**config.mk**
```make
export PLATFORM = sky130hd
export DESIGN_NAME = msg_stream_arbiter
export DESIGN_NICKNAME = d
export VERILOG_FILES = /design/src/rtl/msg_pkg.sv /design/src/rtl/msg_rr_arbiter.sv /design/src/rtl/msg_stream_arbiter.sv
export SDC_FILE = /design/constraint.sdc
export NUM_CORES = 1
export LEC_CHECK = 0
export CORE_MARGIN = 2
export CORE_UTILIZATION = 50
export CTS_CLUSTER_SIZE = 8
export DETAILED_ROUTE_END_ITERATION = 8
export PLACE_DENSITY = 0.77
export SLEW_MARGIN = 5
export SYNTH_ARGS = -nofsm -noshare
export SYNTH_HDL_FRONTEND = slang
export SYNTH_HIERARCHICAL = 1
export SYNTH_SLANG_ARGS = --single-unit
```
**constraint.sdc**
```tcl
create_clock -name clk -period 4.1 [get_ports clk]
set_clock_uncertainty 0.2 [all_clocks]
set_input_delay 0.82 -clock clk [delete_from_list [all_inputs] [get_ports clk]]
set_output_delay 0.82 -clock clk [all_outputs]
set_load 0.01 [all_outputs]
```
**src/rtl/msg_pkg.sv**
```systemverilog
// Shared types, message table and lookup helpers for the message stream arbiter.
package msg_pkg;

    localparam int unsigned MSG_DATA_W = 8;
    localparam int unsigned MSG_IDX_W  = 4;
    localparam int unsigned MSG_A_LEN  = 9;
    localparam int unsigned MSG_B_LEN  = 7;

    typedef logic [1:0] state_t;
    localparam state_t ST_IDLE   = 2'd0;
    localparam state_t ST_STREAM = 2'd1;
    localparam state_t ST_DONE   = 2'd2;

    typedef enum logic {
        MSG_A_ID = 1'b0,
        MSG_B_ID = 1'b1
    } msg_id_e;

    localparam logic [MSG_DATA_W-1:0] MSG_A_BYTES [MSG_A_LEN] =
        '{8'h47, 8'h75, 8'h61, 8'h74, 8'h65, 8'h6D, 8'h61, 8'h6C, 8'h61};
    localparam logic [MSG_DATA_W-1:0] MSG_B_BYTES [MSG_B_LEN] =
        '{8'h51, 8'h51, 8'h75, 8'h65, 8'h74, 8'h7A, 8'h61};

    // Selects 00/11 map to message A, 01/10 to message B.
    function automatic msg_id_e msg_id(input logic [1:0] sel);
        return (sel[1] ^ sel[0]) ? MSG_B_ID : MSG_A_ID;
    endfunction

    function automatic logic [MSG_IDX_W-1:0] msg_last_idx(input msg_id_e id);
        return (id == MSG_A_ID) ? MSG_IDX_W'(MSG_A_LEN - 1) : MSG_IDX_W'(MSG_B_LEN - 1);
    endfunction

    function automatic logic [MSG_DATA_W-1:0] msg_byte(input msg_id_e id,
                                                       input logic [MSG_IDX_W-1:0] idx);
        logic [MSG_DATA_W-1:0] b;
        b = '0;
        if (id == MSG_A_ID) begin
            for (int unsigned i = 0; i < MSG_A_LEN; i++)
                if (MSG_IDX_W'(i) == idx) b = MSG_A_BYTES[i];
        end else begin
            for (int unsigned i = 0; i < MSG_B_LEN; i++)
                if (MSG_IDX_W'(i) == idx) b = MSG_B_BYTES[i];
        end
        return b;
    endfunction

endpackage

```
**src/rtl/msg_rr_arbiter.sv**
```systemverilog
// Combinational round-robin pick: first asserted request at or above rr_ptr, wrapping.
module msg_rr_arbiter #(
    parameter int unsigned NREQ  = 4,
    parameter int unsigned PTR_W = 2
) (
    input  logic [NREQ-1:0]  req_i,
    input  logic [PTR_W-1:0] rr_ptr_i,
    output logic [NREQ-1:0]  winner_oh_o,
    output logic [PTR_W-1:0] winner_idx_o
);

    logic             found;
    logic [PTR_W-1:0] pos;

    always_comb begin
        winner_oh_o  = '0;
        winner_idx_o = '0;
        found        = 1'b0;
        pos          = '0;
        for (int unsigned k = 0; k < NREQ; k++) begin
            pos = PTR_W'((32'(rr_ptr_i) + k) % NREQ);
            if (!found && req_i[pos]) begin
                found            = 1'b1;
                winner_oh_o[pos] = 1'b1;
                winner_idx_o     = pos;
            end
        end
    end

endmodule

```
**src/rtl/msg_stream_arbiter.sv**
```systemverilog
// Round-robin shared ASCII message streamer with valid/ready output and sof/eof markers.
// Optional MSG_ABORT_EN: owner dropping its request mid-stream ends the message early.
module msg_stream_arbiter
    import msg_pkg::*;
#(
    parameter int unsigned NREQ   = 4,
    parameter int unsigned DATA_W = 8,
    parameter int unsigned IDX_W  = 4
) (
    input  logic              clk,
    input  logic              reset,
    input  logic [NREQ-1:0]   req,
    input  logic [2*NREQ-1:0] req_sel,
    output logic [NREQ-1:0]   grant,
    output logic              busy,
    output logic [DATA_W-1:0] char_out,
    output logic              char_valid,
    input  logic              char_ready,
    output logic              sof,
    output logic              eof,
    output logic              done
`ifdef MSG_ABORT_EN
    ,
    output logic              aborted
`endif
);

    localparam int unsigned PTR_W = (NREQ > 1) ? $clog2(NREQ) : 1;

    state_t            state_q, state_d;
    logic [PTR_W-1:0]  rr_ptr_q, rr_ptr_d;
    logic [PTR_W-1:0]  owner_q, owner_d;
    logic [1:0]        sel_q, sel_d;
    logic [IDX_W-1:0]  idx_q, idx_d;
    logic [NREQ-1:0]   grant_q, grant_d;
    logic              busy_q, busy_d;
    logic [DATA_W-1:0] char_q, char_d;
    logic              valid_q, valid_d;
    logic              sof_q, sof_d;
    logic              eof_q, eof_d;
    logic              done_q, done_d;
`ifdef MSG_ABORT_EN
    logic              aborted_q, aborted_d;
`endif

    logic [NREQ-1:0]   win_oh;
    logic [PTR_W-1:0]  win_idx;
    logic [1:0]        win_sel;
    msg_id_e           cur_id;
    logic [IDX_W-1:0]  last_idx;
    logic [IDX_W-1:0]  idx_inc;
    logic              xfer;
    logic              abort_c;

    msg_rr_arbiter #(
        .NREQ  (NREQ),
        .PTR_W (PTR_W)
    ) u_rr (
        .req_i        (req),
        .rr_ptr_i     (rr_ptr_q),
        .winner_oh_o  (win_oh),
        .winner_idx_o (win_idx)
    );

    // Select code of the arbitration winner.
    always_comb begin
        win_sel = 2'b00;
        for (int unsigned i = 0; i < NREQ; i++)
            if (PTR_W'(i) == win_idx) win_sel = req_sel[2*i +: 2];
    end

    assign cur_id   = msg_id(sel_q);
    assign last_idx = IDX_W'(msg_last_idx(cur_id));
    assign idx_inc  = IDX_W'(idx_q + 1'b1);
    assign xfer     = valid_q & char_ready;

`ifdef MSG_ABORT_EN
    assign abort_c = ~req[owner_q];
`else
    assign abort_c = 1'b0;
`endif

    always_comb begin
        state_d   = state_q;
        rr_ptr_d  = rr_ptr_q;
        owner_d   = owner_q;
        sel_d     = sel_q;
        idx_d     = idx_q;
        grant_d   = grant_q;
        busy_d    = busy_q;
        char_d    = char_q;
        valid_d   = valid_q;
        sof_d     = sof_q;
        eof_d     = eof_q;
        done_d    = 1'b0;
`ifdef MSG_ABORT_EN
        aborted_d = 1'b0;
`endif
        case (state_q)
            ST_IDLE: begin
                if (|req) begin
                    state_d = ST_STREAM;
                    owner_d = win_idx;
                    sel_d   = win_sel;
                    idx_d   = '0;
                    grant_d = win_oh;
                    busy_d  = 1'b1;
                    char_d  = DATA_W'(msg_byte(msg_id(win_sel), '0));
                    valid_d = 1'b1;
                    sof_d   = 1'b1;
                    eof_d   = 1'b0;
                end
            end
            ST_STREAM: begin
                // Final transfer or abort both end the message through DONE.
                if (abort_c || (xfer && idx_q == last_idx)) begin
                    state_d   = ST_DONE;
                    valid_d   = 1'b0;
                    sof_d     = 1'b0;
                    eof_d     = 1'b0;
                    grant_d   = '0;
                    done_d    = 1'b1;
                    rr_ptr_d  = PTR_W'((32'(owner_q) + 32'd1) % NREQ);
`ifdef MSG_ABORT_EN
                    aborted_d = abort_c;
`endif
                end else if (xfer) begin
                    idx_d  = idx_inc;
                    char_d = DATA_W'(msg_byte(cur_id, MSG_IDX_W'(idx_inc)));
                    sof_d  = 1'b0;
                    eof_d  = (idx_inc == last_idx);
                end
            end
            ST_DONE: begin
                state_d = ST_IDLE;
                busy_d  = 1'b0;
            end
            default: state_d = ST_IDLE;
        endcase
    end

    always_ff @(posedge clk or posedge reset) begin
        if (reset) begin
            state_q   <= ST_IDLE;
            rr_ptr_q  <= '0;
            owner_q   <= '0;
            sel_q     <= '0;
            idx_q     <= '0;
            grant_q   <= '0;
            busy_q    <= 1'b0;
            char_q    <= '0;
            valid_q   <= 1'b0;
            sof_q     <= 1'b0;
            eof_q     <= 1'b0;
            done_q    <= 1'b0;
`ifdef MSG_ABORT_EN
            aborted_q <= 1'b0;
`endif
        end else begin
            state_q   <= state_d;
            rr_ptr_q  <= rr_ptr_d;
            owner_q   <= owner_d;
            sel_q     <= sel_d;
            idx_q     <= idx_d;
            grant_q   <= grant_d;
            busy_q    <= busy_d;
            char_q    <= char_d;
            valid_q   <= valid_d;
            sof_q     <= sof_d;
            eof_q     <= eof_d;
            done_q    <= done_d;
`ifdef MSG_ABORT_EN
            aborted_q <= aborted_d;
`endif
        end
    end

    assign grant      = grant_q;
    assign busy       = busy_q;
    assign char_out   = char_q;
    assign char_valid = valid_q;
    assign sof        = sof_q;
    assign eof        = eof_q;
    assign done       = done_q;
`ifdef MSG_ABORT_EN
    assign aborted    = aborted_q;
`endif

endmodule

```
# After elaboration in Yosys (flattened, before gate mapping)
# Cells that the tools add are included.
dict set report totals {
  ff_bits 29
  input_bits 15
  out_inout_bits 17
  wordCells 154
}
dict set report classes {
  eq_ne 20
  reduce_logical 24
  order_cmp 8
  mux 79
  bitwise 6
  add_sub_neg 5
}
# op count
set ops {}
lappend ops {{$mux 8} 18}
lappend ops {{$mux 4} 10}
lappend ops {{$mux 1} 22}
lappend ops {{$mux 2} 10}
lappend ops {{$eq 3x4->1 const A} 4}
lappend ops {{$pmux 4 s2} 2}
lappend ops {{$pmux 8 s2} 1}
lappend ops {{$mux 7} 2}
lappend ops {{$lt 2x3->1 const B} 4}
lappend ops {{$or 4x4->4} 3}
lappend ops {{$bmux 1 s2} 4}
lappend ops {{$demux 1 s2} 4}
lappend ops {{$eq 2x4->1 const A} 2}
lappend ops {{$eq 4x4->1} 2}
lappend ops {{$ge 2x1->1 const B} 4}
lappend ops {{$logic_and 1x1->1} 8}
lappend ops {{$ne 2x2->1 const B} 4}
lappend ops {{$pmux 1 s2} 4}
lappend ops {{$reduce_and 2->1} 4}
lappend ops {{$reduce_and 3->1} 2}
lappend ops {{$mux 5} 1}
lappend ops {{$add 2x1->2 const B} 2}
lappend ops {{$add 2x2->2 const B} 2}
lappend ops {{$add 4x1->4 const B} 1}
lappend ops {{16 further kinds} 22}

# Depth between registers and ports, before layout
dict set report logic_depth {
  word_depth 22
  ltp_mapped 14
  mapped_depth_nobuf 12
}

# By module
# Netlist, hierarchy kept.
# mod cells_per_inst seq_area_each_um2 area_each_um2 instances
set modules_own_cells {}
lappend modules_own_cells {msg_stream_arbiter 200 700.7 1746.7 1}
lappend modules_own_cells {msg_rr_arbiter 46 0.0 419.2 1}

# Worst setup path after synthesis
# No wires, ideal clock.
dict set report synth_path {
  path_kind {register to register}
  from {register rr_ptr_q[0]}
  to {register char_q[4], in the netlist char_out[4]}
  setup_time_ns 0.121
  t_required_ns 3.779
  period_less_slack_ns 3.267
  setup_slack_ns 0.833
  n_path_buf 2
  arrival_time_ns 2.946
  stages_incl_launch_ff 15
  path_cell_list {dfrtp_1 > buf_2 > inv_1 > ha_1 > mux4_2 > nor2b_4 > o21ai_1 > o31ai_1 > clkbuf_1 > mux2i_1 > xnor2_1 > mux2i_1 > nor2_1 > nor2_1 > a22o_1}
}
dict set report synth_via {
  elab_chain_len 22
  elab_cells_between_ends 37
  classes_between {add/sub (3); eq/ne (3); mux (23); bitwise (1); reduce/logical (7)}
}
# element line
set synth_rtl {}
lappend synth_rtl {{start, declared} msg_stream_arbiter.sv:31} ;# logic [PTR_W-1:0] rr_ptr_q, rr_ptr_d;
lappend synth_rtl {{start signal, assigned} msg_stream_arbiter.sv:161} ;# rr_ptr_q <= rr_ptr_d;
lappend synth_rtl {{branches (longest 11 deep; another with $add 2x1->2)} n/a}
lappend synth_rtl {{$mux 2 *} msg_rr_arbiter.sv:22} ;# if (!found && req_i[pos]) begin
lappend synth_rtl {{named net win_idx[0]} msg_stream_arbiter.sv:47} ;# logic [PTR_W-1:0] win_idx;
lappend synth_rtl {{$logic_not 2->1} msg_stream_arbiter.sv:69} ;# if (PTR_W'(i) == win_idx) win_sel = req_sel[2*i +: 2];
lappend synth_rtl {{$mux 2 (3 in series)} msg_stream_arbiter.sv:69}
lappend synth_rtl {{$mux 2 *} msg_stream_arbiter.sv:69}
lappend synth_rtl {{$xor 1x1->1 *} msg_pkg.sv:26} ;# return (sel[1] ^ sel[0]) ? MSG_B_ID : MSG_A_ID;
lappend synth_rtl {{$mux 1 *} msg_pkg.sv:26}
lappend synth_rtl {{$mux 5 *} msg_pkg.sv:37} ;# if (id == MSG_A_ID) begin
lappend synth_rtl {{$mux 8 *} msg_stream_arbiter.sv:101} ;# if (|req) begin
lappend synth_rtl {{$pmux 8 s2 *} msg_stream_arbiter.sv:99} ;# case (state_q)
lappend synth_rtl {{end signal, assigned} msg_stream_arbiter.sv:167} ;# char_q <= char_d;
lappend synth_rtl {{end, declared} msg_stream_arbiter.sv:37} ;# logic [DATA_W-1:0] char_q, char_d;
# Mark *: on every way through the listed nets, which the timed path passes. The select of a mux whose other input is x is not followed.
# A chain may end at the register's enable or synchronous reset.

# Worst setup path in the final report
dict set report layout_path {
  from {input req[3]}
  to {register char_q[4], in the netlist char_out[4]}
}
dict set report layout_via {
  elab_chain_len 22
  elab_cells_between_ends 37
  classes_between {eq/ne (4); mux (23); bitwise (1); reduce/logical (9)}
}
# element line
set layout_rtl {}
lappend layout_rtl {{start, declared} msg_stream_arbiter.sv:12} ;# input logic [NREQ-1:0] req,
lappend layout_rtl {{$bmux 1 s2} msg_rr_arbiter.sv:22}
lappend layout_rtl {{$mux 1 (implied by the code)} msg_rr_arbiter.sv:22}
lappend layout_rtl {{$mux 1} msg_rr_arbiter.sv:22}
lappend layout_rtl {{$logic_not 1->1} msg_rr_arbiter.sv:22}
lappend layout_rtl {{$logic_and 1x1->1} msg_rr_arbiter.sv:22}
lappend layout_rtl {{$mux 1} msg_rr_arbiter.sv:22}
lappend layout_rtl {{$logic_not 1->1} msg_rr_arbiter.sv:22}
lappend layout_rtl {{$logic_and 1x1->1} msg_rr_arbiter.sv:22}
lappend layout_rtl {{[... 4 more ...]} n/a}
lappend layout_rtl {{named net win_idx[0]} msg_stream_arbiter.sv:47}
lappend layout_rtl {{$logic_not 2->1} msg_stream_arbiter.sv:69}
lappend layout_rtl {{$mux 2 (3 in series)} msg_stream_arbiter.sv:69}
lappend layout_rtl {{$mux 2 *} msg_stream_arbiter.sv:69}
lappend layout_rtl {{$xor 1x1->1 *} msg_pkg.sv:26}
lappend layout_rtl {{$mux 1 *} msg_pkg.sv:26}
lappend layout_rtl {{$mux 5 *} msg_pkg.sv:37}
lappend layout_rtl {{$mux 8 *} msg_stream_arbiter.sv:101}
lappend layout_rtl {{$pmux 8 s2 *} msg_stream_arbiter.sv:99}
# The timed path passes the listed nets; every way through them passes the cells marked *. The select of a mux whose other input is x is not followed.

==> results.sh <==
export IMPL_status="complete, no violations"
export IMPL_hold_viol_final=0
export IMPL_period_minus_slack_ns=3.601
export IMPL_sw_frac_of_total=0.4668
export IMPL_dp_hpwl_mm=3.500
export IMPL_stdcell_count=322
export IMPL_required_ns=4.06
export IMPL_endpoint_kind="flop"
export IMPL_synth_edff_count=0
export IMPL_tightest_slew_ns=1.055
export IMPL_clock_latency_ns=0.27
export IMPL_dp_cells=319
export IMPL_grt_pass1_vias=1675
export IMPL_timing_hold_ws_ns=0.2918
export IMPL_layout_common_cells="nand2_1 (36), clkdlybuf4s50_1 (30), dfrtp_1 (28)"
export IMPL_final_common_cell="nand2_1"
export IMPL_avgSynthCellArea_um2=8.804
export IMPL_crit_path_max_fanout=8
export IMPL_core_um2=4086
export IMPL_synth_main_ff_cell="dfrtp_1"
export IMPL_drt_iter0_drc=129
export IMPL_ys_seq_area_frac=0.3235
export IMPL_die_w_um=69.82
export IMPL_final_area_um2=2545
export IMPL_cts_setup_buffers=0
export IMPL_path_class="primary input to flop"
export IMPL_relSlewSlack=0.2959
export IMPL_grt_setup_unrepaired="no"
export IMPL_gp_congestion=0.8895
export IMPL_root_buffer="clkbuf_8"
export IMPL_vias=1918
export IMPL_wl_per_cell_um=14.34
export IMPL_ys_types=54
export IMPL_fp_row_count=23
export IMPL_netlist_area_um2=2166
export IMPL_hold_buffers=0
export IMPL_place_area_um2=2499
export IMPL_grt_max_degree=29
export IMPL_diodes=0
export IMPL_synth_seq_cells=28
export IMPL_area_delta_synth_final_pct=17.50
export IMPL_seqPwrFrac=0.255
export IMPL_combPwrFrac=0.671
export IMPL_setup_tns_ns=0
export IMPL_drtAntennaViolNets=0
export IMPL_ctsResizeCount=0
export IMPL_clk_path_buf_depth=2
export IMPL_yosys_area_top_type="dfrtp_1"
export IMPL_num_io_pins=32
export IMPL_clkTransAtPathRegs_ns=0.08
export IMPL_grt_remaining_overflow=0
export IMPL_io_buffers=30
export IMPL_drive_gt1_frac=0.08088
export IMPL_dieArea_um2=4874
export IMPL_power_leakage_nw=1.079
export IMPL_p_per_area_nw_per_um2=773.4
export IMPL_switchingPower_w=0.0009187
export IMPL_synthCells=246
export IMPL_yosysWarnings=6
export IMPL_die_h_um=69.82
export IMPL_syn_nets=271
export IMPL_synthArstFlopShare=1.000
export IMPL_drc=0
export IMPL_clock_power_share=0.074
export IMPL_slew_violations=0
export IMPL_synth_top_area_share=0.3235
export IMPL_max_freq_mhz=277.7
export IMPL_first_pass_iters=5
export IMPL_wl_mm=4.617
export IMPL_intPower_w=0.001050
export IMPL_final_setup_viol_count=0
export IMPL_finalPower_w=0.001968
export IMPL_fin_crit_sh=0.8783
export IMPL_hold_class="flop to flop"
export IMPL_track_usage=0.1985
export IMPL_synth_area_leaders="dfrtp_1 (32%), nand2_1 (6.2%), ha_1 (5.8%)"
export IMPL_clock_sinks=28
export IMPL_cts_tree="yes"
export IMPL_numCtsBuffers=3
export IMPL_grt_pass1_wl_mm=7.969
export IMPL_nFillCells=365
export IMPL_viasPerCell=5.957
export IMPL_worst_ep_arrival_time_ns=3.57
export IMPL_cap_violations=0
export IMPL_htree_levels=1
export IMPL_nNetsFinal=299
export IMPL_ir_worst_vdd_uv=480.6
export IMPL_startpoint_type="primary input"
export IMPL_antenna_found_initial=0
export IMPL_initial_core_util=0.5300
kinds of logic after synthesis:
| logic type | share of synthesized area |
|---|---|
| compound gates | 0.2201 |
| xor+xnor | 0.03582 |
| fa+ha+maj | 0.05777 |
| buf+inv | 0.05373 |
| flops | 0.3235 |
| mux | 0.1051 |
| other cells | 0.001731 |
| simple gates | 0.2022 |
layer usage:
layer  part of all wire  vias to the layer above  track usage  routed length (um)
met2               0.44                       54       0.2889                2040
li1                   -                      946            -                   -
met4             0.0082                        0      0.04060                  38
met3              0.051                        4      0.04215                 235
met1               0.50                      914       0.3033                2303
met5                  0                        -            0                   0
state kept, by name, summed over array words and instances (netlist names), 2 cells and up:
register,cells
owner_q,2
grant,4
rr_ptr_q,2
char_out,7
state_q,2
sel_q,2
idx_q,4
power by group through the flow:
stage / Sequential, W / Clock [W] / Combinational [W]
6_report: 0.000502 / 0.000146 / 0.00132
5_1_grt: 0.000522 / 0.000161 / 0.00146
4_1_cts: 0.000501 / 0.000151 / 0.00131
3_5_place_dp: 0.000506 / 0 / 0.00130
3_3_place_gp: 0.000503 / 0 / 0.00129
2_1_floorplan: 0.000494 / 0 / 0.000976
stage by stage:
stage	worst slack (ns)	util
2_1_floorplan	0.8326	-
3_3_place_gp	0.1351	0.6115
3_5_place_dp	-0.02102	0.6115
4_1_cts	0.2668	0.6216
5_1_grt	0.2404	0.6228
6_report	0.4991	0.6228
worst max-delay path, stage by stage:
cell             delay, ns
clkdlybuf4s50_1       0.52
mux4_2                0.55
nor2_1                0.13
nor2_1                0.05
o31ai_2               0.47
mux2i_1               0.35
xnor2_1               0.17
mux2i_1               0.12
nor2_1                0.14
nor2_1                0.07
a22o_1                0.18
worst paths after layout:
check,startpoint,endpoint,slack (ns),cells past startpoint
max,req[3],char_out[4]$_DFFE_PP0P_,0.50,11
min,char_out[3]$_DFFE_PP0P_,char_out[3]$_DFFE_PP0P_,0.29,2
max reg2reg,rr_ptr_q[1]$_DFFE_PP0P_,char_out[4]$_DFFE_PP0P_,0.95,11
min reg2reg,char_out[3]$_DFFE_PP0P_,char_out[3]$_DFFE_PP0P_,0.29,2
max in group asynchronous,reset,done$_DFF_PP0_,2.17,2
min in group asynchronous,reset,grant[1]$_DFFE_PP0P_,0.90,2
Yosys cell counts, types with 4 or more instances:
cell type	n
nand2_1	36
dfrtp_1	28
nor2_1	15
o21ai_0	15
mux2i_1	12
ha_1	10
inv_1	10
o21ai_1	10
a22oi_1	9
a21oi_1	7
nand3_1	7
buf_2	6
nor2b_1	6
nor3_1	6
o31ai_1	5
xnor2_1	5
a32oi_1	4
clkbuf_1	4
o22ai_1	4
final cells by class:
type	instances	area (um2)	area share
sequential	28	700.7	0.2753
clock buffer	3	41.29	0.01622
tap	50	62.56	0.02458
multi-input combinational	194	1354	0.5320
inverter	11	41.29	0.01622
timing repair buffer	36	345.3	0.1357
No activity file was read; power rests on OpenSTA's default activity.
